$ cat src/rtl/imem_loader_pkg.sv
// Shared definitions for the instruction-memory loader; keep depth in step with imem.
package imem_loader_pkg;

    localparam int IMEM_DEPTH  = 64;
    localparam int IMEM_ADDR_W = $clog2(IMEM_DEPTH);

    typedef enum logic [1:0] {
        IDLE,
        LOAD,
        WRITE,
        DONE
    } state_t;

endpackage

$ cat src/rtl/imem_loader_byte_packer.sv
// Byte index counter and little-endian word assembly for the imem loader.
module imem_loader_byte_packer (
    input  logic        clk,
    input  logic        reset,
    input  logic        clear,
    input  logic        take,
    input  logic [7:0]  byte_data,
    output logic [31:0] word,
    output logic        word_full
);

    logic [1:0]  idx;
    logic [23:0] asm_q;

    always_ff @(posedge clk) begin
        if (reset || clear) begin
            idx   <= 2'd0;
            asm_q <= 24'd0;
        end else if (take) begin
            case (idx)
                2'd0:    asm_q[7:0]   <= byte_data;
                2'd1:    asm_q[15:8]  <= byte_data;
                2'd2:    asm_q[23:16] <= byte_data;
                default: ;
            endcase
            idx <= idx + 2'd1;
        end
    end

    // The top byte is never stored: the word is consumed in the same cycle it completes.
    assign word_full = take && (idx == 2'd3);
    assign word      = {byte_data, asm_q};

endmodule

$ cat src/rtl/imem_loader.sv
// Streams a byte-serial program into imem and holds the CPU until the image is complete.
module imem_loader
    import imem_loader_pkg::*;
#(
    parameter int MEM_DEPTH = IMEM_DEPTH,
    parameter int ADDR_W    = IMEM_ADDR_W
) (
    input  logic              clk,
    input  logic              reset,
    input  logic              start,
    input  logic [ADDR_W:0]   word_count,
    input  logic              byte_valid,
    input  logic [7:0]        byte_data,
    output logic              byte_ready,
    output logic              mem_we,
    output logic [ADDR_W-1:0] mem_addr,
    output logic [31:0]       mem_wdata,
    output logic              cpu_hold,
    output logic              busy,
    output logic              done,
    output logic              err
);

    localparam logic [ADDR_W:0] DEPTH_V = (ADDR_W+1)'(MEM_DEPTH);

    state_t            state, state_nxt;
    logic [ADDR_W:0]   count_q;
    logic [ADDR_W-1:0] widx;
    logic [31:0]       pk_word;
    logic              word_full;
    logic              take;
    logic              start_ok;
    logic              count_bad;
    logic              last_word;

    assign take      = byte_valid && byte_ready;
    assign start_ok  = start && (state == IDLE || state == DONE);
    assign count_bad = (word_count == '0) || (word_count > DEPTH_V);
    assign last_word = ({1'b0, widx} == (count_q - 1'b1));

    imem_loader_byte_packer u_byte_packer (
        .clk       (clk),
        .reset     (reset),
        .clear     (start_ok),
        .take      (take),
        .byte_data (byte_data),
        .word      (pk_word),
        .word_full (word_full)
    );

    always_ff @(posedge clk) begin
        if (reset) state <= IDLE;
        else       state <= state_nxt;
    end

    always_comb begin
        state_nxt  = state;
        byte_ready = 1'b0;
        mem_we     = 1'b0;
        busy       = 1'b0;
        done       = 1'b0;
        cpu_hold   = 1'b1;
        case (state)
            IDLE: begin
                if (start) state_nxt = count_bad ? IDLE : LOAD;
            end
            LOAD: begin
                byte_ready = 1'b1;
                busy       = 1'b1;
                if (word_full) state_nxt = WRITE;
            end
            WRITE: begin
                mem_we    = 1'b1;
                busy      = 1'b1;
                state_nxt = last_word ? DONE : LOAD;
            end
            DONE: begin
                done     = 1'b1;
                cpu_hold = 1'b0;
                if (start) state_nxt = count_bad ? IDLE : LOAD;
            end
            default: state_nxt = IDLE;
        endcase
    end

    // Address/data are registered on the 4th byte so they are stable through WRITE and after.
    always_ff @(posedge clk) begin
        if (reset) begin
            err       <= 1'b0;
            count_q   <= '0;
            widx      <= '0;
            mem_addr  <= '0;
            mem_wdata <= '0;
        end else begin
            if (start_ok) begin
                if (count_bad) begin
                    err <= 1'b1;
                end else begin
                    err     <= 1'b0;
                    count_q <= word_count;
                    widx    <= '0;
                end
            end
            if (state == LOAD && word_full) begin
                mem_addr  <= widx;
                mem_wdata <= pk_word;
            end
            if (state == WRITE && !last_word) widx <= widx + 1'b1;
        end
    end

endmodule

$ cat config.mk
export PLATFORM = sky130hd
export DESIGN_NAME = imem_loader
export DESIGN_NICKNAME = d
export VERILOG_FILES = /design/src/rtl/imem_loader_pkg.sv /design/src/rtl/imem_loader_byte_packer.sv /design/src/rtl/imem_loader.sv
export SDC_FILE = /design/constraint.sdc
export NUM_CORES = 1
export LEC_CHECK = 0
export ABC_AREA = 0
export CORE_ASPECT_RATIO = 0.6
export CORE_UTILIZATION = 28
export CTS_CLUSTER_DIAMETER = 80
export DETAILED_ROUTE_END_ITERATION = 8
export GPL_ROUTABILITY_DRIVEN = 0
export HOLD_SLACK_MARGIN = 0.1
export PLACE_DENSITY_LB_ADDON = 0.1
export SETUP_SLACK_MARGIN = 0.5
export SLEW_MARGIN = 20
export SYNTH_ARGS = -nofsm -noshare
export SYNTH_HDL_FRONTEND = slang
export SYNTH_SLANG_ARGS = --single-unit
$ cat constraint.sdc
create_clock -name clk -period 6.6 [get_ports clk]
set_input_delay 1.32 -clock clk [delete_from_list [all_inputs] [get_ports clk]]
set_output_delay 1.32 -clock clk [all_outputs]
set_load 0.02 [all_outputs]
; ---- Word-level counts from Yosys, hierarchy flattened
; Cells that the tools add are included.
[classes]
reduce_logical = 21
div_mod_pow = 0
shift = 0
mul = 0
n_eq_ne = 10
n_mux = 14
n_lt_le_gt_ge = 1
addsub = 3
n_bitwise = 1
[op_table]
columns = operator, count
row1 = $mux W6, 3
row2 = $reduce_and A2 Y1, 6
row3 = $eq A2 B2 Y1 const B, 4
row4 = $eq A6 B7 Y1, 1
row5 = $gt A7 B7 Y1 const B, 1
row6 = $logic_not A7 Y1, 1
row7 = $mux W1, 7
row8 = $sub A7 B1 Y7 const B, 1
row9 = $add A6 B1 Y6 const B, 1
row10 = $mux W2, 3
row11 = $pmux W2 S3, 1
row12 = $logic_and A1 B1 Y1, 5
row13 = $eq A2 B1 Y1 const B, 2
row14 = $logic_not A2 Y1, 2
row15 = $ne A2 B1 Y1 const B, 2
row16 = $reduce_or A2 Y1, 2
row17 = $logic_or A1 B1 Y1, 3
row18 = $add A2 B1 Y2 const B, 1
row19 = $ne A2 B2 Y1 const B, 1
row20 = $reduce_bool A2 Y1, 1
row21 = $logic_not A1 Y1, 1
row22 = $not A1 Y1, 1
[totals]
latch_bits = 0
mem_count = 0
romBits = 0
ff_bits = 80
ramBits = 0
word_cells = 60

; ---- Depth between registers and ports, before layout
; Gate-level depths: netlist of the first run.
[depth]
ltp_word = 6
ltp_mapped = 8
depth_no_buf = 7

; ---- Cells and area by module
; Synthesis of the first run repeated with hierarchy kept, for this count alone.
[hier_totals]
cells_unflattened = 423
hier_area_um2 = 3689.8
[modules_own_cells]
columns = module, area_each_um2, seq_area_each_um2, instances, cells_per_inst
row1 = imem_loader, 2299.7, 1081.0, 1, 290
row2 = imem_loader_byte_packer, 1390.1, 520.5, 1, 133

; ---- Worst setup path after synthesis of the first run
; OpenSTA, ideal clock, no wires.
[synth_path]
path_type = input to register
startpoint = in word_count[0]
endpoint = reg widx[3]
path_buffers = 0
slack_ns = 3.640
path_stages = 5
arrival_ns = 2.878
t_required_ns = 6.517
path_cell_list = or4_4 > or4_4 > nand4_4 > nand4_1 > o221ai_1
[synth_via]
elab_chain_len = 4
[synth_lines]
columns = item, line
row1 = start: declaration, imem_loader.sv:11  ; input logic [ADDR_W:0] word_count,
row2 = $gt A7 B7 Y1 / $logic_not A7 Y1 (equally long branches), imem_loader.sv:38  ; assign count_bad = (word_count == '0) || (word_count > DEPTH_V);
row3 = $logic_or A1 B1 Y1 *, imem_loader.sv:38
row4 = $ne A2 B1 Y1 (no source line) *, --
row5 = $reduce_and A2 Y1 (no source line) *, --
row6 = end signal: assignment, imem_loader.sv:108  ; if (state == WRITE && !last_word) widx <= widx + 1'b1;
row7 = end: declaration, imem_loader.sv:28  ; logic [ADDR_W-1:0] widx;
; Mark *: on every way between the ends. The rest lies on a longest branch, timed or not.
; A chain may end at the register's enable or synchronous reset.

; ---- Worst setup path after layout of the first run
[layout_path]
startpoint = in word_count[0]
endpoint = reg widx[5]
; Same word-level chain as after synthesis.

==> results of run 1 <==
-- through the flow --
| stage | total power, mW | hold slack [ns] | utilization |
|---|---|---|---|
| after floorplan | 0.675 | 0.432 | - |
| after global placement | 0.746 | 0.443 | 0.359 |
| after detailed placement | 0.748 | 0.445 | 0.359 |
| after CTS | 1.21 | 0.453 | 0.382 |
| after global routing | 1.26 | 0.470 | 0.382 |
| final | 1.19 | 0.447 | 0.382 |
-- routing by layer --
metal | vias to the layer above | routed length [um] | part of all wire | global-route usage
met5 | - | 0 | 0 | 0
met4 | 0 | 94 | 0.010 | 0.0435
met3 | 8 | 375 | 0.041 | 0.0478
met2 | 57 | 3450 | 0.38 | 0.206
met1 | 1317 | 5210 | 0.57 | 0.240
li1 | 1439 | - | - | -
-- power breakdown --
group	internal, mW	switching [mW]
clock network	0.264	0.189
logic	0.0872	0.130
registers	0.500	0.0201
total	0.851	0.339
-- state kept, by name, summed over array words and instances (netlist names) --
name / count
u_byte_packer.idx: 2
err: 1
count_q: 7
state: 2
widx: 6
u_byte_packer.asm_q: 24
mem_addr: 6
mem_wdata: 32
-- worst max-delay path: cells and delay by family --
kind / cells / cell delay, ns
compound gates: 1 / 0.28
buf+inv: 1 / 0.42
simple gates: 4 / 1.50
-- layout by cell type (no fill, tap or decap), types with 4 or more instances in the layout --
| cell type | instances |
|---|---|
| nand3_1 | 9 |
| mux2i_1 | 30 |
| clkdlybuf4s50_1 | 61 |
| nand2b_1 | 11 |
| nand2_1 | 84 |
| xor2_1 | 4 |
| nor2_1 | 35 |
| clkbuf_16 | 9 |
| inv_1 | 9 |
| nor3_1 | 7 |
| dfxtp_1 | 80 |
| o31ai_1 | 4 |
| a21oi_1 | 44 |
| ha_1 | 10 |
-- area by class of cell --
class / count / area (um2) / share of cell area
Timing Repair Buffer: 65 / 638 / 0.145
Multi-Input combinational cell: 279 / 1660 / 0.377
Inverter: 10 / 37.5 / 0.00852
Clock buffer: 13 / 250 / 0.0568
Tap cell: 160 / 200 / 0.0454
Sequential cell: 80 / 1600 / 0.363
Clock inverter: 3 / 17.5 / 0.00398
-- path summary, 6_finish.rpt --
check        cells after the start            end  slack [ns]               startpoint
max                              6        widx[5]        3.32            word_count[0]
min                              2  mem_wdata[11]        0.45  u_byte_packer.asm_q[11]
max reg2reg                      7        widx[5]        4.06               count_q[0]
min reg2reg                      2  mem_wdata[11]        0.45  u_byte_packer.asm_q[11]
-- kinds of logic (layout without fill, tap and decap cells) --
kind of cell / count (synthesis) / count (layout) / share of synthesized area
buffers and inverters: 32 / 91 / 0.0355
muxes: 30 / 30 / 0.0888
and+or+nand+nor: 164 / 164 / 0.221
AOI/OAI and AO/OA: 68 / 68 / 0.125
adders and majority gates: 10 / 10 / 0.0370
xor gates and xnor gates: 7 / 7 / 0.0181
DFF: 80 / 80 / 0.474
==> reports/results.tsv, run 1 <==
stage	metric	value	unit
final_layout	num-fill-cells	1204	
die	fp-row-count	30	
clock_network	cts_tree	done	
clock_network	htreeDepth	3	
critical_path	cp-end-kind	flip-flop	
die	die_w	144	um
critical_path	crit_fanout	8	
clock_network	holdBufCountCts	0	
timing	tightest_slew	0.653	ns
die	initial_utilization	0.293	
clock_network	cts-root-buf	clkbuf_16	
global_routing	antenna_found_initial	0	
logic_synthesis	yosys-top-cells-area	dfxtp_1 47%, nand2_1 9.3%, mux2i_1 8.9%	
critical_path	worst_path_largest_cell_delay	0.57	ns
route	drtAntennaViolNets	0	
worst_hold_path	hold_class	reg -> reg	
job	maxCapViolations	0	
timing	rsz0062_at_grt	no	
die	io_pins	63	
logic_synthesis	ys_ff_latch	80	
placement	post-place-cells	594	
logic_synthesis	synth_most_common_cell	nand2_1	
placement	dp_slack	2.97	ns
final_layout	nets	474	
die	dieArea	12500	um2
logic_synthesis	synth.avg_cell_area	8.65	um2
clock_network	cts_setup_buffers	0	
critical_path	slowest_stage	or4_4	
final_layout	antennaDiodeCount	0	
global_routing	grt_overflow_total	0	
logic_synthesis	synth_commonest_cells	84 x nand2_1, 80 x dfxtp_1, 44 x a21oi_1	
logic_synthesis	yosys_warnings	0	
timing	final.min_clock_period	3.28	ns
global_routing	grt_max_degree	63	
logic_synthesis	ys_types	42	
timing	fin_skew	0.00320	ns
final_layout	design_area	4410	um2
route	drtPass1Iterations	4	
die	core_area	11500	um2
clock_network	cts_buffer_depth	2	
critical_path	startpoint_type	input pin	
route	vias	2821	
logic_synthesis	synth_top_area_frac	0.474	
power	powerDensity	270	nW/um2
critical_path	critPathRequiredTime	6.85	ns
global_routing	grt_usage	0.157	
final_layout	area_growth	30.3	%
critical_path	crit_path_frequent_cell	or4_4	
die	die_h	87.1	um
placement	hpwl	6320	um
route	wl	9120	um
power	ir_drop	122	uV
placement	portBuffers	62	
logic_synthesis	synth.largest_area_cell	dfxtp_1	
clock_network	clk_pin_slew	0.06	ns
logic_synthesis	synth_nets	420	
critical_path	crit_type	in -> reg	
global_routing	grt_pass1_vias	2691	
timing	setup_ws	3.32	ns
route	drtIter0Drc	142	
logic_synthesis	synthFlopType	dfxtp_1	
route	via_per_inst	4.62	
logic_synthesis	seq_area_frac_synth	0.474	
logic_synthesis	synthesis.area	3380	um2
logic_synthesis	synth_edf_count	0	
timing	hold_viol	0	
global_routing	grt_pass1_wl	14600	um
power	p_leak	1.72	nW
timing	slew_viol_final	0	
status	status	complete, no violations	
clock_network	cts_sinks	80	
critical_path	crit_arrival	3.52	ns
timing	fmax	305	MHz
critical_path	path_cells	clkdlybuf4s50_1 -> or4_4 -> or4_4 -> nand4_4 -> nand4_1 -> o221ai_1	
route	route.detailed.drc	0	
logic_synthesis	synthCells	391	
final_layout	drive_gt1_frac	0.0600	
placement	dpl-instance-area	4140	um2
timing	period_share	0.497	
clock_network	clkLatencyLatePin	0.33	ns
timing	finalSetupTns	0	ns
route	wl_per_cell	15.0	um
final_layout	fin_cells	610	
clock_network	cts_buffers	9	
logic_synthesis	synthArstFlopShare	0	
clock_network	cts_resized	0	
timing	slew_headroom	0.564	
timing	setup_viol	0	
Note: power is estimated with default switching activity, not from simulation.
==> run 2, diff against run 1 <==
==> constraint.sdc (replaced) <==
create_clock -name clk -period 3.15 [get_ports clk]
set_input_delay 0.63 -clock clk [delete_from_list [all_inputs] [get_ports clk]]
set_output_delay 0.63 -clock clk [all_outputs]
set_load 0.02 [all_outputs]
==> run 2 against run 1 <==
  * Global-route usage is 0.13 points higher
  * Cell count up 0.66%
  * Core utilization increased by 0.61 points
  * Wire length decreased by 0.99%
  * Largest cell class unchanged
  * Sequential share of layout area decreased by 0.57 points
  * Critical endpoint is now widx[4]
  * Total power rose by 120%
==> reports/results.tsv, run 2 (synthesized netlist as in run 1, its figures left out) <==
stage	metric	value	unit	change
route	wl_per_cell	14.7	um	-1.6%
timing	fmax	398	MHz	
critical_path	cp-end-kind	flip-flop		
global_routing	grt_max_degree	39		-38%
global_routing	grt_usage	0.159		+0.00132
clock_network	clk_pin_slew	0.06	ns	about the same
route	route.detailed.drc	0		unchanged
final_layout	top_register	mem_wdata		
die	io_pins	63		unchanged
critical_path	slowest_stage	or4_4		
global_routing	grt-busiest-layer	met1		
timing	finalSetupTns	0	ns	unchanged
critical_path	crit_fanout	8		unchanged
global_routing	use_met1	0.241		+0.00101
route	vias	2864		+1.5%
clock_network	htreeDepth	3		unchanged
clock_network	cts_buffers	9		unchanged
timing	setup_viol	0		unchanged
final_layout	antennaDiodeCount	0		unchanged
die	fp-row-count	30		unchanged
route	via_per_inst	4.66		+0.86%
global_routing	met3_usage	0.0506		+0.00275
route	drtPass1Iterations	5		+1
final_layout	largest_reg_flops	32		unchanged
route	drtAntennaViolNets	0		unchanged
job	maxCapViolations	0		unchanged
critical_path	worst_path_largest_cell_delay	0.57	ns	about the same
timing	slew_headroom	0.601		+0.0364
timing	slew_viol_final	0		unchanged
route	drtIter0Drc	99		-30%
clock_network	cts_tree	done		
placement	hpwl	6440	um	+2.0%
clock_network	clkLatencyLatePin	0.33	ns	about the same
placement	portBuffers	62		unchanged
final_layout	area_growth	32.4	%	
critical_path	critPathRequiredTime	3.39	ns	-3.46 ns
die	initial_utilization	0.293		unchanged
critical_path	crit_arrival	2.76	ns	-0.76 ns
global_routing	grt_overflow_total	0		unchanged
critical_path	crit_path_frequent_cell	or4_4		
critical_path	startpoint_type	input pin		
clock_network	cts_sinks	80		unchanged
final_layout	drive_gt1_frac	0.0727		+0.0127
timing	fin_skew	0.00813	ns	+0.00493 ns
global_routing	grt_pass1_wl	14800	um	+1.3%
die	dieArea	12500	um2	unchanged
clock_network	cts_buffer_depth	2		unchanged
worst_hold_path	hold_class	reg -> reg		
status	status	complete, no violations		
final_layout	design_area	4480	um2	+1.6%
worst_hold_path	whs_path_depth	2		unchanged
critical_path	path_cells	clkdlybuf4s50_1 -> or4_4 -> or4_4 -> nand4_4 -> nand4_1 -> buf_4 -> o221ai_1		
final_layout	layout_commonest_cell	nand2_1		
final_layout	top_regs	mem_wdata x32, u_byte_packer.asm_q x24, count_q x7		
power	finalPower	2.61	mW	+120%
global_routing	grt_use_met2	0.203		-0.00307
placement	dpl-instance-area	4160	um2	+0.54%
clock_network	cts-root-buf	clkbuf_16		
die	die_w	144	um	unchanged
critical_path	rrSetupSlack	0.69	ns	-3.37 ns
die	die_h	87.1	um	unchanged
timing	tightest_slew	0.591	ns	-0.0621 ns
global_routing	antenna_found_initial	0		unchanged
timing	final.min_clock_period	2.51	ns	
timing	period_share	0.798		
global_routing	grt_pass1_vias	2720		+1.1%
critical_path	crit_type	in -> reg		
final_layout	nets	478		+0.84%
final_layout	final_cell_mix	84 x nand2_1, 80 x dfxtp_1, 61 x clkdlybuf4s50_1, 44 x a21oi_1, 35 x nor2_1		
timing	rsz0062_at_grt	no		
route	wl	9030	um	-0.99%
critical_path	worst_r2r_path_depth	7		unchanged
power	p_leak	1.76	nW	+2.3%
die	core_area	11500	um2	unchanged
timing	hold_viol	0		unchanged
clock_network	holdBufCountCts	0		unchanged
power	powerDensity	584	nW/um2	+120%
power	ir_drop	229	uV	+88%
==> run 2: timing repair <==
action,in CTS,in global routing
resized for setup,0,2
endpoints found under the setup margin,0,5
buffers inserted,0,1
==> run 2: area by class of cell <==
type	count	area, um2
Tap cell	160	200
Clock buffer	13	260
Multi-Input combinational cell	279	1670
Fill cell	1188	7050
Timing Repair Buffer	69	668
Clock inverter	3	40.0
Inverter	10	37.5
Sequential cell	80	1600
==> run 2: final timing paths <==
path	startpoint	endpoint
setup / recovery	word_count[0]	widx[4]
hold / removal	mem_wdata[22]	mem_wdata[22]
setup reg to reg	count_q[0]	widx[4]
hold reg to reg	mem_wdata[22]	mem_wdata[22]
==> run 2: worst max-delay path: cells and delay by family <==
kind	cells	cell delay, ns
buffers and inverters	2	0.61
AO/OA/AOI/OAI	1	0.19
AND/OR/NAND/NOR	4	1.32
==> run 2: layer usage <==
metal  vias to the layer above  wire, um
met3                         4       554
met2                        70      3400
li1                       1453         -
met1                      1337      5020
met4                         0        62
met5                         -         0
==> run 2: power by group <==
part / switching [mW] / internal [mW] / leakage [nW]
Combinational: 0.277 / 0.197 / 0.966
Clock: 0.395 / 0.655 / 0.150
Sequential: 0.0425 / 1.05 / 0.645
Total: 0.714 / 1.90 / 1.76
==> run 2: metrics by stage <==
| step | util | instances | worst slack [ns] | hold WS (ns) |
|---|---|---|---|---|
| after floorplan | - | 391 | 0.880 | 0.432 |
| after global placement | 0.361 | 597 | 0.260 | 0.441 |
| after detailed placement | 0.361 | 597 | 0.209 | 0.445 |
| after CTS | 0.387 | 613 | 0.561 | 0.455 |
| after global routing | 0.388 | 614 | 0.541 | 0.466 |
| final | 0.388 | 614 | 0.636 | 0.454 |
==> run 3, diff against run 2 <==
==> constraint.sdc (replaced) <==
create_clock -name clk -period 2.2 [get_ports clk]
set_input_delay 0.44 -clock clk [delete_from_list [all_inputs] [get_ports clk]]
set_output_delay 0.44 -clock clk [all_outputs]
set_load 0.02 [all_outputs]
==> run 3 against run 2 <==
  * Sequential cell count is the same
  * Clock skew is 0.0017 ns lower
  * Die area did not move
  * Non-clock buffer count is 36 higher
  * Critical path depth is 1 higher
  * Clock power rose by 33%
  * Sequential share of layout area down 2.1 points
==> reports/results.tsv, run 3 (synthesized netlist as in run 1, its figures left out) <==
stage	metric	value	unit	change
status	status	complete, no violations		
clock_network	cts-root-buf	clkbuf_16		
worst_hold_path	hold_end	count_q[3]		
critical_path	cp_num_cells	8		+1
timing	tightest_slew	0.358	ns	-0.234 ns
die	io_pins	63		unchanged
die	fp-row-count	30		unchanged
power	ir_drop	354	uV	+55%
critical_path	worst_path_largest_cell_delay	0.41	ns	-0.16 ns
final_layout	area_growth	41.0	%	
final_layout	final_cell_mix	84 x nand2_1, 78 x dfxtp_1, 44 x a21oi_1, 39 x dlygate4sd2_1		
placement	hpwl	6640	um	+3.1%
clock_network	clk_pin_slew	0.06	ns	about the same
worst_hold_path	whs_path_depth	4		+2
final_layout	nets	514		+7.5%
power	p_sw_frac	0.298		+0.0245
power	finalPower	3.87	mW	+48%
route	drtIter0Drc	119		+20%
timing	hold_viol	0		unchanged
clock_network	cts_sinks	80		unchanged
critical_path	r2r-start	count_q[0]		
placement	portBuffers	62		unchanged
critical_path	crit_fanout	6		-2
route	wl_per_cell	14.1	um	-4.0%
die	die_h	87.1	um	unchanged
clock_network	cts_tree	done		
critical_path	r2r-end	widx[5]		
power	p_leak	2.12	nW	+21%
critical_path	cp-end-kind	flip-flop		
timing	slew_viol_final	0		unchanged
power	p_comb_frac	0.240		+0.059
final_layout	top_regs	mem_wdata x32, u_byte_packer.asm_q x24, count_q x7		
critical_path	rrSetupSlack	0.01	ns	-0.68 ns
timing	setup_ws	0.00963	ns	-0.627 ns
critical_path	worst_r2r_path_depth	8		+1
final_layout	design_area	4770	um2	+6.5%
global_routing	grt_max_degree	39		unchanged
global_routing	grt_overflow_total	0		unchanged
critical_path	crit_type	reg -> reg		
critical_path	startpoint_type	flip-flop		
route	vias	2970		+3.7%
final_layout	drive_gt1_frac	0.186		+0.113
critical_path	startpoint	count_q[0]		
power	seqPwrFrac	0.400		-0.017
timing	period_share	0.996		
route	drtPass1Iterations	4		-1
timing	finalSetupTns	0	ns	unchanged
power	pwr-share-clk	0.360		-0.042
final_layout	largest_reg_flops	32		unchanged
placement	dpl-instance-area	4390	um2	+5.6%
route	via_per_inst	4.57		-2.0%
global_routing	antenna_found_initial	0		unchanged
timing	fmax	457	MHz	
final_layout	layout_commonest_cell	nand2_1		
timing	fin_skew	0.00647	ns	-0.00166 ns
timing	final.min_clock_period	2.19	ns	
critical_path	critPathRequiredTime	2.39	ns	-1.00 ns
die	core_area	11500	um2	unchanged
route	drtAntennaViolNets	0		unchanged
critical_path	crit_arrival	2.38	ns	-0.38 ns
critical_path	slowest_stage	o41a_4		
clock_network	cts_buffer_depth	2		unchanged
route	wl	9180	um	+1.6%
timing	setup_viol	0		unchanged
placement	dp_slack	-0.417	ns	-0.627 ns
power	netSwitchingPower	1.15	mW	+61%
final_layout	top_register	mem_wdata		
timing	rsz0062_at_grt	yes		
global_routing	grt_pass1_vias	2772		+1.9%
critical_path	crit_family	compound AO/OA/AOI/OAI gates		
power	powerDensity	812	nW/um2	+39%
die	initial_utilization	0.293		unchanged
timing	hold_ws	0.427	ns	-0.0264 ns
worst_hold_path	hold_class	in -> reg		
power	p_int	2.72	mW	+43%
final_layout	num-fill-cells	1175		-1.1%
die	dieArea	12500	um2	unchanged
job	maxCapViolations	0		unchanged
route	route.detailed.drc	0		unchanged
clock_network	htreeDepth	3		unchanged
critical_path	critPathBufInv	2		unchanged
timing	slew_headroom	0.758		+0.158
die	die_w	144	um	unchanged
clock_network	clkLatencyLatePin	0.33	ns	about the same
clock_network	cts_buffers	9		unchanged
critical_path	path_cells	inv_2 -> ha_4 -> or3b_4 -> o31a_1 -> o41a_4 -> nor3_4 -> buf_4 -> o221ai_1		
final_layout	antennaDiodeCount	0		unchanged
worst_hold_path	hp-start	word_count[3]		
global_routing	grt_pass1_wl	14700	um	-0.51%
global_routing	grt_usage	0.156		-0.00298
clock_network	holdBufCountCts	0		unchanged
## run 3: cell types whose count changed in the layout (fill, tap and decap cells not counted), moves of 3 or more
| cell | change |
|---|---|
| clkinvlp_4 | +3 |
| inv_1 | -4 |
| buf_4 | +28 |
| clkdlybuf4s50_1 | -48 |
| inv_6 | +3 |
| buf_2 | +3 |
| inv_2 | +4 |
| dlygate4sd2_1 | +39 |
| buf_6 | +11 |
## run 3: what timing repair did
action | in CTS | in global routing
cloned | 0 | 0
pin swaps | 9 | 9
setup endpoints to repair | 60 | 24
gates resized for setup | 87 | 9
buffers inserted | 7 | 4
endpoints found under the hold margin | 0 | 0
## run 3: power by group through the flow
stage	Sequential (mW)	Combinational, mW	Clock (mW)
after floorplan	1.58	0.460	0
after global placement	1.58	0.797	0
after detailed placement	1.58	0.793	0
after CTS	1.56	0.873	1.44
after global routing	1.56	1.01	1.50
final	1.55	0.928	1.40
## run 3: final cells by class
| type | count | area, um2 | area share |
|---|---|---|---|
| well taps | 160 | 200 | 0.0420 |
| clock buffers | 9 | 225 | 0.0472 |
| flip-flops and latches | 80 | 1610 | 0.337 |
| clock inverters | 7 | 53.8 | 0.0113 |
| multi-input cells | 279 | 1730 | 0.363 |
| repair buffers | 105 | 913 | 0.192 |
| inverters | 10 | 37.5 | 0.00787 |
## run 3: how the worst max path moves through the flow
| stage | to | slack [ns] |
|---|---|---|
| after detailed placement | widx[5] | -0.42 |
| after CTS | widx[5] | 0.02 |
| after global routing | widx[5] | -0.02 |
| after global placement | widx[5] | -0.37 |
| final | widx[5] | 0.01 |
| after floorplan | widx[3] | 0.14 |
## run 3: per-layer routing
| metal | vias to the layer above | routed length (um) | GRT usage |
|---|---|---|---|
| met5 | - | 0 | 0 |
| li1 | 1522 | - | - |
| met2 | 57 | 3460 | 0.213 |
| met1 | 1384 | 5300 | 0.239 |
| met4 | 0 | 51 | 0.0319 |
| met3 | 7 | 373 | 0.0396 |
## run 3: through the flow
step,cells,utilization
4_1_cts,646,0.410
2_1_floorplan,391,-
3_5_place_dp,623,0.381
5_1_grt,650,0.414
6_report,650,0.414
3_3_place_gp,623,0.381
## run 3: tightest hold or removal path: stages
cell and delay (ns):
buf_6 0.07, buf_4 0.08, mux2i_1 0.05, nor2_1 0.07
